<file path="src/rtl/uart_tx_word_arbiter_if.sv">
// Word-request and uart_tx byte handshake bundle for uart_tx_word_arbiter.
// master: requesters + uart_tx side; slave: the arbiter itself.
interface uart_tx_word_arbiter_if #(
    parameter int NUM_REQ      = 2,
    parameter int BUS_WIDTH    = 32,
    parameter int PAYLOAD_BITS = 8
);
    localparam int ID_W = (NUM_REQ > 1) ? $clog2(NUM_REQ) : 1;

    logic [NUM_REQ-1:0]           req_i;
    logic [NUM_REQ*BUS_WIDTH-1:0] word_i;
    logic [NUM_REQ-1:0]           gnt_o;
    logic                         busy_o;
    logic [ID_W-1:0]              cur_id_o;
    logic                         tx_en_o;
    logic [PAYLOAD_BITS-1:0]      tx_data_o;
    logic                         tx_busy_i;

    modport master (
        output req_i,
        output word_i,
        output tx_busy_i,
        input  gnt_o,
        input  busy_o,
        input  cur_id_o,
        input  tx_en_o,
        input  tx_data_o
    );

    modport slave (
        input  req_i,
        input  word_i,
        input  tx_busy_i,
        output gnt_o,
        output busy_o,
        output cur_id_o,
        output tx_en_o,
        output tx_data_o
    );
endinterface

</file>
<file path="src/rtl/uart_tx_word_arbiter.sv">
// Shares one byte-wide uart_tx between NUM_REQ word requesters.
// Round-robin, word granular; word sent MSB byte first via en/busy.
// Ports: clk, rst_n (sync, active-low), bus (uart_tx_word_arbiter_if.slave):
//   req_i/word_i/gnt_o requester side, busy_o/cur_id_o status,
//   tx_en_o/tx_data_o/tx_busy_i to the uart_tx instance.
// Build option: define UART_ARB_FIXED_PRIO_EN for fixed lowest-index
// priority (requester 0 may starve others; no rotating pointer).
module uart_tx_word_arbiter #(
    parameter int NUM_REQ      = 2,
    parameter int BUS_WIDTH    = 32,
    parameter int WORD_SIZE_BY = 4,
    parameter int PAYLOAD_BITS = 8
) (
    input logic                   clk,
    input logic                   rst_n,
    uart_tx_word_arbiter_if.slave bus
);
    localparam int ID_W  = (NUM_REQ > 1) ? $clog2(NUM_REQ) : 1;
    localparam int CNT_W = (WORD_SIZE_BY > 1) ? $clog2(WORD_SIZE_BY) : 1;

    typedef enum logic [2:0] {
        S_IDLE,
        S_SEND,
        S_GUARD,
        S_WAIT,
        S_DONE
    } state_t;

    state_t                 state;
    logic [BUS_WIDTH-1:0]   word_buf;
    logic [CNT_W-1:0]       byte_cnt;
    logic                   any_req;
    logic [ID_W-1:0]        win_id;
    logic [BUS_WIDTH-1:0]   win_word;

`ifdef UART_ARB_FIXED_PRIO_EN
    // Descending scan: the last hit is the lowest pending index.
    always_comb begin
        win_id  = '0;
        any_req = 1'b0;
        for (int i = NUM_REQ - 1; i >= 0; i--) begin
            if (bus.req_i[i]) begin
                win_id  = ID_W'(i);
                any_req = 1'b1;
            end
        end
    end
`else
    logic [ID_W-1:0] rr_ptr;
    logic [ID_W-1:0] cand;

    // Scan offsets NUM_REQ..1 from the pointer; the last hit is the
    // one closest after the pointer, i.e. the round-robin winner.
    always_comb begin
        win_id  = '0;
        any_req = 1'b0;
        cand    = '0;
        for (int i = NUM_REQ; i >= 1; i--) begin
            cand = ID_W'((int'(rr_ptr) + i) % NUM_REQ);
            if (bus.req_i[cand]) begin
                win_id  = cand;
                any_req = 1'b1;
            end
        end
    end
`endif

    always_comb begin
        win_word = '0;
        for (int i = 0; i < NUM_REQ; i++) begin
            if (win_id == ID_W'(i)) begin
                win_word = bus.word_i[i*BUS_WIDTH +: BUS_WIDTH];
            end
        end
    end

    always_ff @(posedge clk) begin
        if (!rst_n) begin
            state         <= S_IDLE;
            word_buf      <= '0;
            byte_cnt      <= '0;
            bus.gnt_o     <= '0;
            bus.busy_o    <= 1'b0;
            bus.cur_id_o  <= '0;
            bus.tx_en_o   <= 1'b0;
            bus.tx_data_o <= '0;
`ifndef UART_ARB_FIXED_PRIO_EN
            rr_ptr        <= ID_W'(NUM_REQ - 1);
`endif
        end else begin
            bus.gnt_o   <= '0;
            bus.tx_en_o <= 1'b0;
            unique case (state)
                S_IDLE: begin
                    if (any_req) begin
                        word_buf     <= win_word;
                        bus.gnt_o    <= NUM_REQ'(1) << win_id;
                        bus.cur_id_o <= win_id;
`ifndef UART_ARB_FIXED_PRIO_EN
                        rr_ptr       <= win_id;
`endif
                        bus.busy_o   <= 1'b1;
                        byte_cnt     <= '0;
                        state        <= S_SEND;
                    end
                end
                S_SEND: begin
                    if (!bus.tx_busy_i) begin
                        bus.tx_data_o <=
                            word_buf[BUS_WIDTH-1 -: PAYLOAD_BITS];
                        bus.tx_en_o   <= 1'b1;
                        state         <= S_GUARD;
                    end
                end
                // uart_tx raises busy one cycle after en; skip that gap.
                S_GUARD: begin
                    state <= S_WAIT;
                end
                S_WAIT: begin
                    if (!bus.tx_busy_i) begin
                        word_buf <= word_buf << PAYLOAD_BITS;
                        byte_cnt <= byte_cnt + 1'b1;
                        if (byte_cnt == CNT_W'(WORD_SIZE_BY - 1)) begin
                            state <= S_DONE;
                        end else begin
                            state <= S_SEND;
                        end
                    end
                end
                // One non-busy cycle before the next arbitration.
                S_DONE: begin
                    bus.busy_o <= 1'b0;
                    state      <= S_IDLE;
                end
                default: begin
                    state <= S_IDLE;
                end
            endcase
        end
    end
endmodule

</file>
<file path="src/flat_wrapper.sv">
// flat-port wrapper written by rule: the top's interface ports become plain ports
module uart_tx_word_arbiter_flat 
#(
    parameter int NUM_REQ      = 2,
    parameter int BUS_WIDTH    = 32,
    parameter int WORD_SIZE_BY = 4,
    parameter int PAYLOAD_BITS = 8
)
  (clk, rst_n, bus_req_i, bus_word_i, bus_tx_busy_i, bus_gnt_o, bus_busy_o, bus_cur_id_o, bus_tx_en_o, bus_tx_data_o);
  uart_tx_word_arbiter_if #(.NUM_REQ(NUM_REQ), .BUS_WIDTH(BUS_WIDTH), .PAYLOAD_BITS(PAYLOAD_BITS)) bus_i ();
  input logic clk;
  input logic rst_n;
  input wire logic [$bits(bus_i.req_i)-1:0] bus_req_i;
  input wire logic [$bits(bus_i.word_i)-1:0] bus_word_i;
  input wire logic [$bits(bus_i.tx_busy_i)-1:0] bus_tx_busy_i;
  output wire logic [$bits(bus_i.gnt_o)-1:0] bus_gnt_o;
  output wire logic [$bits(bus_i.busy_o)-1:0] bus_busy_o;
  output wire logic [$bits(bus_i.cur_id_o)-1:0] bus_cur_id_o;
  output wire logic [$bits(bus_i.tx_en_o)-1:0] bus_tx_en_o;
  output wire logic [$bits(bus_i.tx_data_o)-1:0] bus_tx_data_o;
  assign bus_i.req_i = bus_req_i;
  assign bus_i.word_i = bus_word_i;
  assign bus_i.tx_busy_i = bus_tx_busy_i;
  assign bus_gnt_o = bus_i.gnt_o;
  assign bus_busy_o = bus_i.busy_o;
  assign bus_cur_id_o = bus_i.cur_id_o;
  assign bus_tx_en_o = bus_i.tx_en_o;
  assign bus_tx_data_o = bus_i.tx_data_o;
  uart_tx_word_arbiter #(.NUM_REQ(NUM_REQ), .BUS_WIDTH(BUS_WIDTH), .WORD_SIZE_BY(WORD_SIZE_BY), .PAYLOAD_BITS(PAYLOAD_BITS)) u_core (.clk(clk), .rst_n(rst_n), .bus(bus_i));
endmodule
</file>
<file path="config.mk">
export PLATFORM = sky130hd
export DESIGN_NAME = uart_tx_word_arbiter_flat
export DESIGN_NICKNAME = d
export VERILOG_FILES = /design/src/rtl/uart_tx_word_arbiter_if.sv /design/src/rtl/uart_tx_word_arbiter.sv /design/src/flat_wrapper.sv
export SDC_FILE = /design/constraint.sdc
export NUM_CORES = 1
export LEC_CHECK = 0
export BUFFER_PORTS_ARGS = -buffer_cell sky130_fd_sc_hd__buf_2
export CAP_MARGIN = 15
export CORE_MARGIN = 2
export CORE_UTILIZATION = 45
export DETAILED_ROUTE_END_ITERATION = 10
export HOLD_SLACK_MARGIN = 0.03
export PLACE_DENSITY = 0.76
export SYNTH_ARGS = -nofsm -noshare
export SYNTH_HDL_FRONTEND = slang
export SYNTH_SLANG_ARGS = --single-unit
</file>
<file path="constraint.sdc">
create_clock -name clk -period 1.6 [get_ports clk]
set_clock_uncertainty 0.15 [all_clocks]
set_input_delay 0.32 -clock clk [delete_from_list [all_inputs] [get_ports clk]]
set_output_delay 0.32 -clock clk [all_outputs]
set_load 0.02 [all_outputs]
</file>
==> results.py, run 1 <==
metrics = {
    "run_status": {
        "status": "finished with violations",
        "violations": "negative setup slack",
    },
    "worst_setup_path": {
        "cp_max_fo": 6,
        "worst_ep_required_time_ps": 1640,
        "crit_type": "register to register",
        "crit_chain": "nand2_4 -> buf_6 -> a2bb2oi_4 -> clkbuf_16 -> o211ai_1 -> o41ai_2",
        "end_kind": "register",
        "worstSetupStartpointType": "register",
        "critical_path_arrival_ps": 1660,
        "slowest_stage": "dfxtp_4",
        "slowest_delay_ps": 400,
    },
    "routing": {
        "routedWlPerCell_um": 15.64,
        "drt-total-wl_um": 7333,
        "ant_nets": 0,
        "viasPerCell": 5.552,
        "dr.first_iter.drc_count": 238,
        "dr.pass1.iters": 4,
        "drc": 0,
        "vias": 2604,
    },
    "timing": {
        "rsz0062_at_grt": "yes",
        "hold_violations": 0,
        "slew_viol_final": 0,
        "slew_headroom_pct": 75.80,
        "clock.fmax_ghz": 0.6182,
        "fin_crit_ps": 1618,
        "setup_viol": 1,
        "setup_ws_ps": -17.68,
        "tightestPinTransition_ps": 361.7,
        "finalCritPeriodShare_pct": 101.1,
    },
    "yosys": {
        "ys_seq_elements": 51,
        "avgSynthCellArea_um2": 8.444,
        "synthesis.nets": 376,
        "ys_dominant_reg_cell": "dfxtp_1",
        "syn_inst": 306,
        "synthTopCellsByArea": "dfxtp_1 (40%), nand2_1 (10%), o211ai_1 (7.0%), and3_1 (6.1%), o41ai_1 (5.8%)",
        "synth_edf_count": 0,
        "synth_cell_types": 39,
        "yosysWarnings": 0,
        "syn-cell-area_mm2": 0.002584,
        "yosys.area.top_type": "dfxtp_1",
        "ys_seq_area_share_pct": 39.52,
        "async_flop_share_pct": 0,
        "synth.top_cell.area_share_pct": 39.52,
    },
    "layout": {
        "final_common_cell": "buf_2",
        "nFillCells": 486,
        "fin_util_pct": 63.78,
        "nNetsFinal": 466,
        "final_cell_mix": "buf_2 (81), nand2_1 (72), dfxtp_1 (47), nor2_1 (29), and3_1 (25)",
        "diodes": 0,
        "drive_above_1_share_pct": 38.04,
        "areaGrowthSynthToFinish_pct": 36.76,
    },
    "clock_tree": {
        "numCtsBuffers": 5,
        "htreeDepth": 2,
        "clockBufferDepth": 2,
        "clk_latency_ps": 310,
        "root_buffer": "clkbuf_8",
        "cts_setup_buffers": 0,
        "ctsHoldBuffers": 0,
        "clock-sinks": 51,
        "clk_pin_slew_ps": 90,
        "cts_tree": "yes",
    },
    "global_route": {
        "grt_usage_pct": 20.69,
        "grt_pass1_wl_um": 10610,
        "antenna_found_initial": 0,
        "grt_max_degree": 27,
        "first_global_vias": 2302,
        "overflow": 0,
    },
    "placed_design": {
        "pre_cts_ws_ps": -71.77,
        "hpwl_um": 4644,
        "gp_congestion": 0.8112,
        "io_buffers": 81,
    },
    "die": {
        "die_area_mm2": 0.006364,
        "pin_count": 82,
        "die_w_um": 79.78,
        "start_util_pct": 46.64,
        "core-area_mm2": 0.005540,
        "std_cell_rows": 27,
        "die_y_um": 79.78,
    },
    "run": {
        "maxCapViolCount": 0,
    },
    "power_and_ir_drop": {
        "leakage_nw": 1.681,
        "power_mw": 3.014,
        "ir_drop_mv": 0.4087,
        "power.density_mw_per_mm2": 853.1,
    },
    "min_path": {
        "min_path_type": "input port to register",
    },
}
==> area by class of cell <==
class | count | area, um2 | area share (%)
tap | 72 | 90.09 | 2.550
clock buffer | 6 | 72.57 | 2.054
inverter | 1 | 3.754 | 0.1062
clock inverter | 2 | 12.51 | 0.3541
multi-input combinational | 228 | 1565 | 44.30
sequential | 51 | 1031 | 29.18
timing repair buffer | 109 | 758.2 | 21.46
==> through the flow <==
stage | std cells | cell area (um2) | TNS [ps] | hold WS, ps
floorplan | 306 | 2584 | 0 | 281.3
global placement | 454 | 3186 | -841.0 | 293.0
detailed placement | 454 | 3186 | -1076 | 297.0
CTS | 462 | 3278 | 0 | 119.9
global route | 469 | 3533 | -274.4 | 121.7
finish | 469 | 3533 | -17.68 | 116.9
==> worst paths after layout <==
check / startpoint / endpoint / slack [ps] / depth (start not counted)
setup / recovery: u_core.state[1] / u_core.word_buf[18] / -20 / 6
setup reg to reg: u_core.state[1] / u_core.word_buf[18] / -20 / 6
hold / removal: bus_word_i[39] / u_core.word_buf[7] / 120 / 3
hold reg to reg: u_core.bus.tx_data_o[3] / u_core.bus.tx_data_o[3] / 310 / 2
==> critical path, delay by kind of cell (launching register included) <==
| kind | cells | cell delay [ps] |
|---|---|---|
| buffers and inverters | 2 | 320 |
| DFF | 1 | 400 |
| and+or+nand+nor | 1 | 80 |
| AOI/OAI and AO/OA | 3 | 550 |
==> cell families (layout without fill, tap and decap cells) <==
| kind of cell | after synthesis | in the layout | share of synthesized area, % |
|---|---|---|---|
| AO/OA/AOI/OAI | 73 | 74 | 25.23 |
| XOR/XNOR | 1 | 1 | 0.3390 |
| adder cells (fa/ha/maj) | 1 | 1 | 0.4842 |
| buffers and inverters | 29 | 118 | 6.053 |
| flip-flops | 51 | 51 | 39.52 |
| multiplexers | 8 | 8 | 3.099 |
| AND/OR/NAND/NOR | 143 | 144 | 25.28 |
==> registers in the layout, summed over array words and instances (netlist names) <==
name	count
u_core.bus.busy_o	1
u_core.bus.cur_id_o	1
u_core.bus.gnt_o	2
u_core.bus.tx_data_o	8
u_core.bus.tx_en_o	1
u_core.byte_cnt	2
u_core.rr_ptr	1
u_core.state	3
u_core.word_buf	32
==> cells in the mapped netlist, types with 3 or more instances <==
master      n
nand2_1    72
dfxtp_1    51
nor2_1     30
and3_1     25
o211ai_1   24
o41ai_1    17
clkbuf_1   13
a21boi_0    8
mux2i_1     8
o2bb2ai_1   8
o41ai_2     7
buf_2       5
buf_4       5
buf_6       3
==> layer usage <==
metal  global-route usage, %  wire, um
met1                   27.75      3223
met2                   34.45      3618
met3                   3.846       422
met4                   5.085        68
met5                       0         0
==> where the power goes <==
group / internal, mW / total (mW) / switching [mW]
Sequential: 1.38 / 1.46 / 0.0748
Clock: 0.307 / 0.733 / 0.427
Combinational: 0.418 / 0.824 / 0.406
Total: 2.11 / 3.01 / 0.908
==> repair_timing <==
item / 4_1_cts / 5_1_grt
cloned: 0 / 7
resized for setup: 2 / 26
endpoints found under the setup margin: 15 / 40
pin swaps: 0 / 2
Note: power is estimated with default switching activity, not from simulation.
==> inputs of run 2 (changes only) <==
- PLACE_DENSITY: 0.76 -> 0.8
==> results.py, run 2 (synthesis gave the netlist of run 1 again) <==
metrics = {
    "run_status": {
        "status": "finished clean",
    },
    "worst_setup_path": {
        "worstReg2RegEnd": "u_core.word_buf[18]",
        "crit_start": "u_core.state[0]",
        "end_kind": "register",
        "worstSetupStartpointType": "register",
        "r2r-start": "u_core.state[0]",
        "worst_ep_required_time_ps": 1660,
        "cp_max_fo": 12,
        "crit_type": "register to register",
        "r2r_slack_ps": 20,
        "critical_path_arrival_ps": 1650,
        "rr_worst_depth": 4,
        "crit_end": "u_core.word_buf[18]",
    },
    "layout": {
        "final_cell_mix": "buf_2 (81), nand2_1 (72), dfxtp_1 (47), nor2_1 (29), and3_1 (25)",
        "nFillCells": 486,
        "areaGrowthSynthToFinish_pct": 33.41,
        "fin_util_pct": 62.22,
        "final_common_cell": "buf_2",
        "top_register": "u_core.word_buf",
        "reg_top3": "u_core.word_buf (32), u_core.bus.tx_data_o (8), u_core.state (3)",
        "drive_above_1_share_pct": 36.93,
        "diodes": 0,
        "nNetsFinal": 467,
        "largest_register_ffs": 32,
        "stdcell_area_mm2": 0.003447,
        "final-instance-count-excl-fill": 470,
    },
    "routing": {
        "vias": 2593,
        "dr.first_iter.drc_count": 145,
        "drt-total-wl_um": 6967,
        "drc": 0,
        "dr.pass1.iters": 5,
        "viasPerCell": 5.517,
        "ant_nets": 0,
        "routedWlPerCell_um": 14.82,
    },
    "placed_design": {
        "hpwl_um": 4707,
        "io_buffers": 81,
        "post-place-cells": 458,
        "dpl_cell_area_mm2": 0.003191,
        "gp_congestion": 0.8335,
    },
    "die": {
        "core-area_mm2": 0.005540,
        "die_area_mm2": 0.006364,
        "die_w_um": 79.78,
        "std_cell_rows": 27,
        "pin_count": 82,
        "start_util_pct": 46.64,
        "die_y_um": 79.78,
    },
    "global_route": {
        "overflow": 0,
        "met3_usage_pct": 4.072,
        "grt_usage_pct": 21.06,
        "antenna_found_initial": 0,
        "grt_max_degree": 33,
        "grt_busiest_layer": "met2",
        "globalRouteMet2Util_pct": 36.47,
        "first_global_vias": 2378,
        "grt_pass1_wl_um": 10710,
        "grtUsageMet1_pct": 27.06,
    },
    "clock_tree": {
        "cts_tree": "yes",
        "clk_pin_slew_ps": 90,
        "clockBufferDepth": 2,
        "root_buffer": "clkbuf_8",
        "ctsHoldBuffers": 0,
        "htreeDepth": 2,
        "clk_latency_ps": 300,
        "clock-sinks": 51,
        "numCtsBuffers": 5,
    },
    "timing": {
        "finalCritPeriodShare_pct": 98.88,
        "clock.fmax_ghz": 0.6321,
        "rsz0062_at_grt": "yes",
        "tightestPinTransition_ps": 305.9,
        "fin_crit_ps": 1582,
        "setup_viol": 0,
        "slew_viol_final": 0,
        "hold_violations": 0,
        "tns_ps": 0,
        "slew_headroom_pct": 79.61,
    },
    "power_and_ir_drop": {
        "p_sw_share_pct": 28.62,
        "power.density_mw_per_mm2": 871.1,
        "leakage_nw": 1.644,
        "intPower_mw": 2.144,
        "seq_power_share_pct": 48.4,
        "ir_drop_mv": 0.5193,
        "power_frac_comb_pct": 24.8,
        "power.switching_uw": 859.4,
        "power_mw": 3.003,
        "pwr-share-clk_pct": 26.8,
    },
    "run": {
        "maxCapViolCount": 0,
    },
    "min_path": {
        "min_path_type": "input port to register",
    },
}
==> run 2: cell types whose count changed in the layout (fill, tap and decap cells not counted) <==
cell / before / now
o41ai_2: 21 / 16
buf_6: 4 / 3
clkinvlp_4: 1 / 0
buf_12: 6 / 4
clkbuf_8: 5 / 7
a2bb2oi_2: 1 / 0
o41ai_1: 3 / 8
buf_4: 15 / 22
clkbuf_16: 3 / 1
clkinv_2: 1 / 0
==> run 2: final cells by class <==
class,count,area (um2),area share (%)
Inverter,1,3.754,0.1089
Tap cell,72,90.09,2.613
Timing Repair Buffer,111,709.4,20.58
Clock buffer,8,100.1,2.904
Multi-Input combinational cell,227,1513,43.88
Sequential cell,51,1031,29.91
==> run 2: through the flow <==
step	setup slack (ps)	hold slack, ps
final	17.95	132.1
after global routing	-21.25	159.8
after CTS	-18.99	127.3
after detailed placement	-107.8	298.1
after global placement	-23.51	293.9
after floorplan	15.18	281.3
==> run 2: repair_timing <==
item                       4_1_cts  5_1_grt
resized for setup                3       21
pin swaps                        0        4
setup buffers                    0        2
setup endpoints to repair       10       20
cloned                           0        2
==> run 2: metal layers <==
layer  part of all wire, %  routed length [um]  vias up
met5                     0                   0        -
met4                   1.3                  92        0
met3                   4.5                 316       14
met2                    50                3483       78
met1                    44                3074     1222
li1                      -                   -     1279
==> run 2: critical path: stages (launching register included) <==
cell	delay [ps]
dfxtp_4	400
nand2_4	90
or2_4	320
and3_1	220
o41ai_2	320
==> run 2: power by group through the flow <==
stage          clock network, mW  registers (mW)  logic (mW)
6_report                   0.806            1.45       0.743
3_3_place_gp                   0            1.47       0.651
5_1_grt                    0.864            1.47       0.812
3_5_place_dp                   0            1.48       0.668
2_1_floorplan                  0            1.47       0.403
4_1_cts                    0.817            1.45       0.670
==> run 2: worst min path at each step <==
stage                            start                       to  slack, ps  depth (start not counted)
2_1_floorplan      u_core.word_buf[30]  u_core.bus.tx_data_o[6]        280                          2
5_1_grt                 bus_word_i[37]       u_core.word_buf[5]        160                          3
6_report                bus_word_i[34]       u_core.word_buf[2]        130                          3
4_1_cts                 bus_word_i[34]       u_core.word_buf[2]        130                          3
3_3_place_gp   u_core.bus.tx_data_o[6]  u_core.bus.tx_data_o[6]        290                          2
3_5_place_dp        u_core.word_buf[6]       u_core.word_buf[6]        300                          1
==> inputs of run 3 (changes only) <==
- REMOVE_ABC_BUFFERS: unset -> 1
==> results.py, run 3 (synthesis gave the netlist of run 1 again) <==
metrics = {
    "timing": {
        "slew_viol_final": 0,
        "hold_violations": 0,
        "setup_ws_ps": -11.08,
        "finalCritPeriodShare_pct": 100.7,
        "clock.fmax_ghz": 0.6207,
        "fin_crit_ps": 1611,
        "tightestPinTransition_ps": 538.1,
        "rsz0062_at_grt": "yes",
        "setup_viol": 1,
        "slew_headroom_pct": 63.97,
    },
    "global_route": {
        "grt_pass1_wl_um": 10710,
        "grt_max_degree": 32,
        "antenna_found_initial": 0,
        "overflow": 0,
        "grt_usage_pct": 21.29,
        "first_global_vias": 2284,
    },
    "worst_setup_path": {
        "crit_type": "register to register",
        "worstSetupStartpointType": "register",
        "critical_path_arrival_ps": 1670,
        "r2r-start": "u_core.rr_ptr",
        "cp_max_fo": 4,
        "worst_ep_required_time_ps": 1660,
        "crit_start": "u_core.rr_ptr",
        "end_kind": "register",
    },
    "routing": {
        "dr.first_iter.drc_count": 140,
        "vias": 2643,
        "dr.pass1.iters": 4,
        "ant_nets": 0,
        "drc": 0,
        "viasPerCell": 5.576,
        "routedWlPerCell_um": 15.76,
        "drt-total-wl_um": 7472,
    },
    "power_and_ir_drop": {
        "pwr-share-clk_pct": 23.7,
        "leakage_nw": 1.714,
        "seq_power_share_pct": 48.6,
        "ir_drop_mv": 0.3996,
        "intPower_mw": 2.107,
        "power.switching_uw": 894.6,
        "power_frac_comb_pct": 27.7,
        "p_sw_share_pct": 29.81,
        "power.density_mw_per_mm2": 839.3,
    },
    "placed_design": {
        "dpl_cell_area_mm2": 0.003203,
        "gp_congestion": 0.8119,
        "io_buffers": 81,
        "hpwl_um": 4677,
        "post-place-cells": 458,
    },
    "die": {
        "die_w_um": 79.78,
        "std_cell_rows": 27,
        "die_area_mm2": 0.006364,
        "core-area_mm2": 0.005540,
        "pin_count": 82,
        "start_util_pct": 46.64,
        "die_y_um": 79.78,
    },
    "layout": {
        "final-instance-count-excl-fill": 474,
        "largest_register_ffs": 32,
        "final_cell_mix": "buf_2 (81), nand2_1 (72), dfxtp_1 (47), nor2_1 (29), and3_1 (25)",
        "nNetsFinal": 471,
        "reg_top3": "u_core.word_buf (32), u_core.bus.tx_data_o (8), u_core.state (3)",
        "final_common_cell": "buf_2",
        "diodes": 0,
        "drive_above_1_share_pct": 39.30,
        "top_register": "u_core.word_buf",
        "stdcell_area_mm2": 0.003576,
        "areaGrowthSynthToFinish_pct": 38.40,
    },
    "clock_tree": {
        "clockBufferDepth": 2,
        "clk_pin_slew_ps": 90,
        "cts_tree": "yes",
        "clk_latency_ps": 300,
        "clock-sinks": 51,
        "numCtsBuffers": 5,
        "root_buffer": "clkbuf_8",
        "htreeDepth": 2,
    },
    "run_status": {
        "violations": "negative setup slack",
        "status": "finished with violations",
    },
    "run": {
        "maxCapViolCount": 0,
    },
    "min_path": {
        "hp-start": "bus_word_i[7]",
        "min_path_type": "input port to register",
    },
}
[run 3: cell count changes in the layout (fill, tap and decap cells not counted), sizes merged]
cell    previous run  this run
buf              110       114
clkinv             0         1
or2                3         2
[run 3: timing repair]
item | 4_1_cts | 5_1_grt
resized for setup | 14 | 21
endpoints found under the setup margin | 34 | 31
cloned | 0 | 2
pin swaps | 0 | 8
hold endpoints to repair | 0 | 0
hold buffers | 0 | 0
setup buffers | 0 | 6
[run 3: final timing paths]
path,endpoint,slack [ps],cells past startpoint
worst max register to register,u_core.word_buf[18],-10,6
worst min register to register,u_core.bus.tx_data_o[6],310,2
worst min-delay path,u_core.word_buf[7],140,3
worst max-delay path,u_core.word_buf[18],-10,6
[run 3: layer usage]
| metal | vias to the layer above | part of all wire [%] | GRT usage, % |
|---|---|---|---|
| met3 | 9 | 4.7 | 3.394 |
| met4 | 0 | 1.4 | 5.593 |
| li1 | 1287 | - | - |
| met5 | - | 0 | 0 |
| met1 | 1265 | 41 | 27.59 |
| met2 | 82 | 53 | 36.81 |
[run 3: layout make-up]
class                   instances  area [um2]
multi-input cells             226        1569
well taps                      72       90.09
clock buffers                   7       76.32
flip-flops and latches         51        1031
clock inverters                 1       5.005
inverters                       1       3.754
repair buffers                116       800.8
fillers                       442        1964
[run 3: critical path, stage by stage (launching register included)]
cell and delay [ps]:
dfxtp_2 370, a21boi_4 180, buf_12 140, buf_4 100, nand2_1 60, and3_1 190
o41ai_1 330
[run 3: power by group through the flow]
stage               Combinational, mW  Sequential [mW]  Clock, mW
floorplan                       0.342             1.48          0
global placement                0.659             1.47          0
detailed placement              0.678             1.47          0
CTS                             0.709             1.45      0.725
global route                    0.896             1.47      0.773
finish                          0.831             1.46      0.712
[run 3: per-stage QoR]
| stage | util [%] | setup WS [ps] | power, mW | hold slack (ps) | setup TNS, ps |
|---|---|---|---|---|---|
| 4_1_cts | 60.59 | -14.54 | 2.885 | 135.9 | -38.38 |
| 5_1_grt | 64.54 | -57.85 | 3.136 | 154.8 | -251.4 |
| 3_3_place_gp | 57.81 | -169.4 | 2.130 | 292.5 | -4393 |
| 3_5_place_dp | 57.81 | -259.1 | 2.152 | 293.1 | -6116 |
| 2_1_floorplan | - | -754.0 | 1.821 | 241.8 | -22910 |
| 6_report | 64.54 | -11.08 | 3.001 | 139.0 | -11.08 |
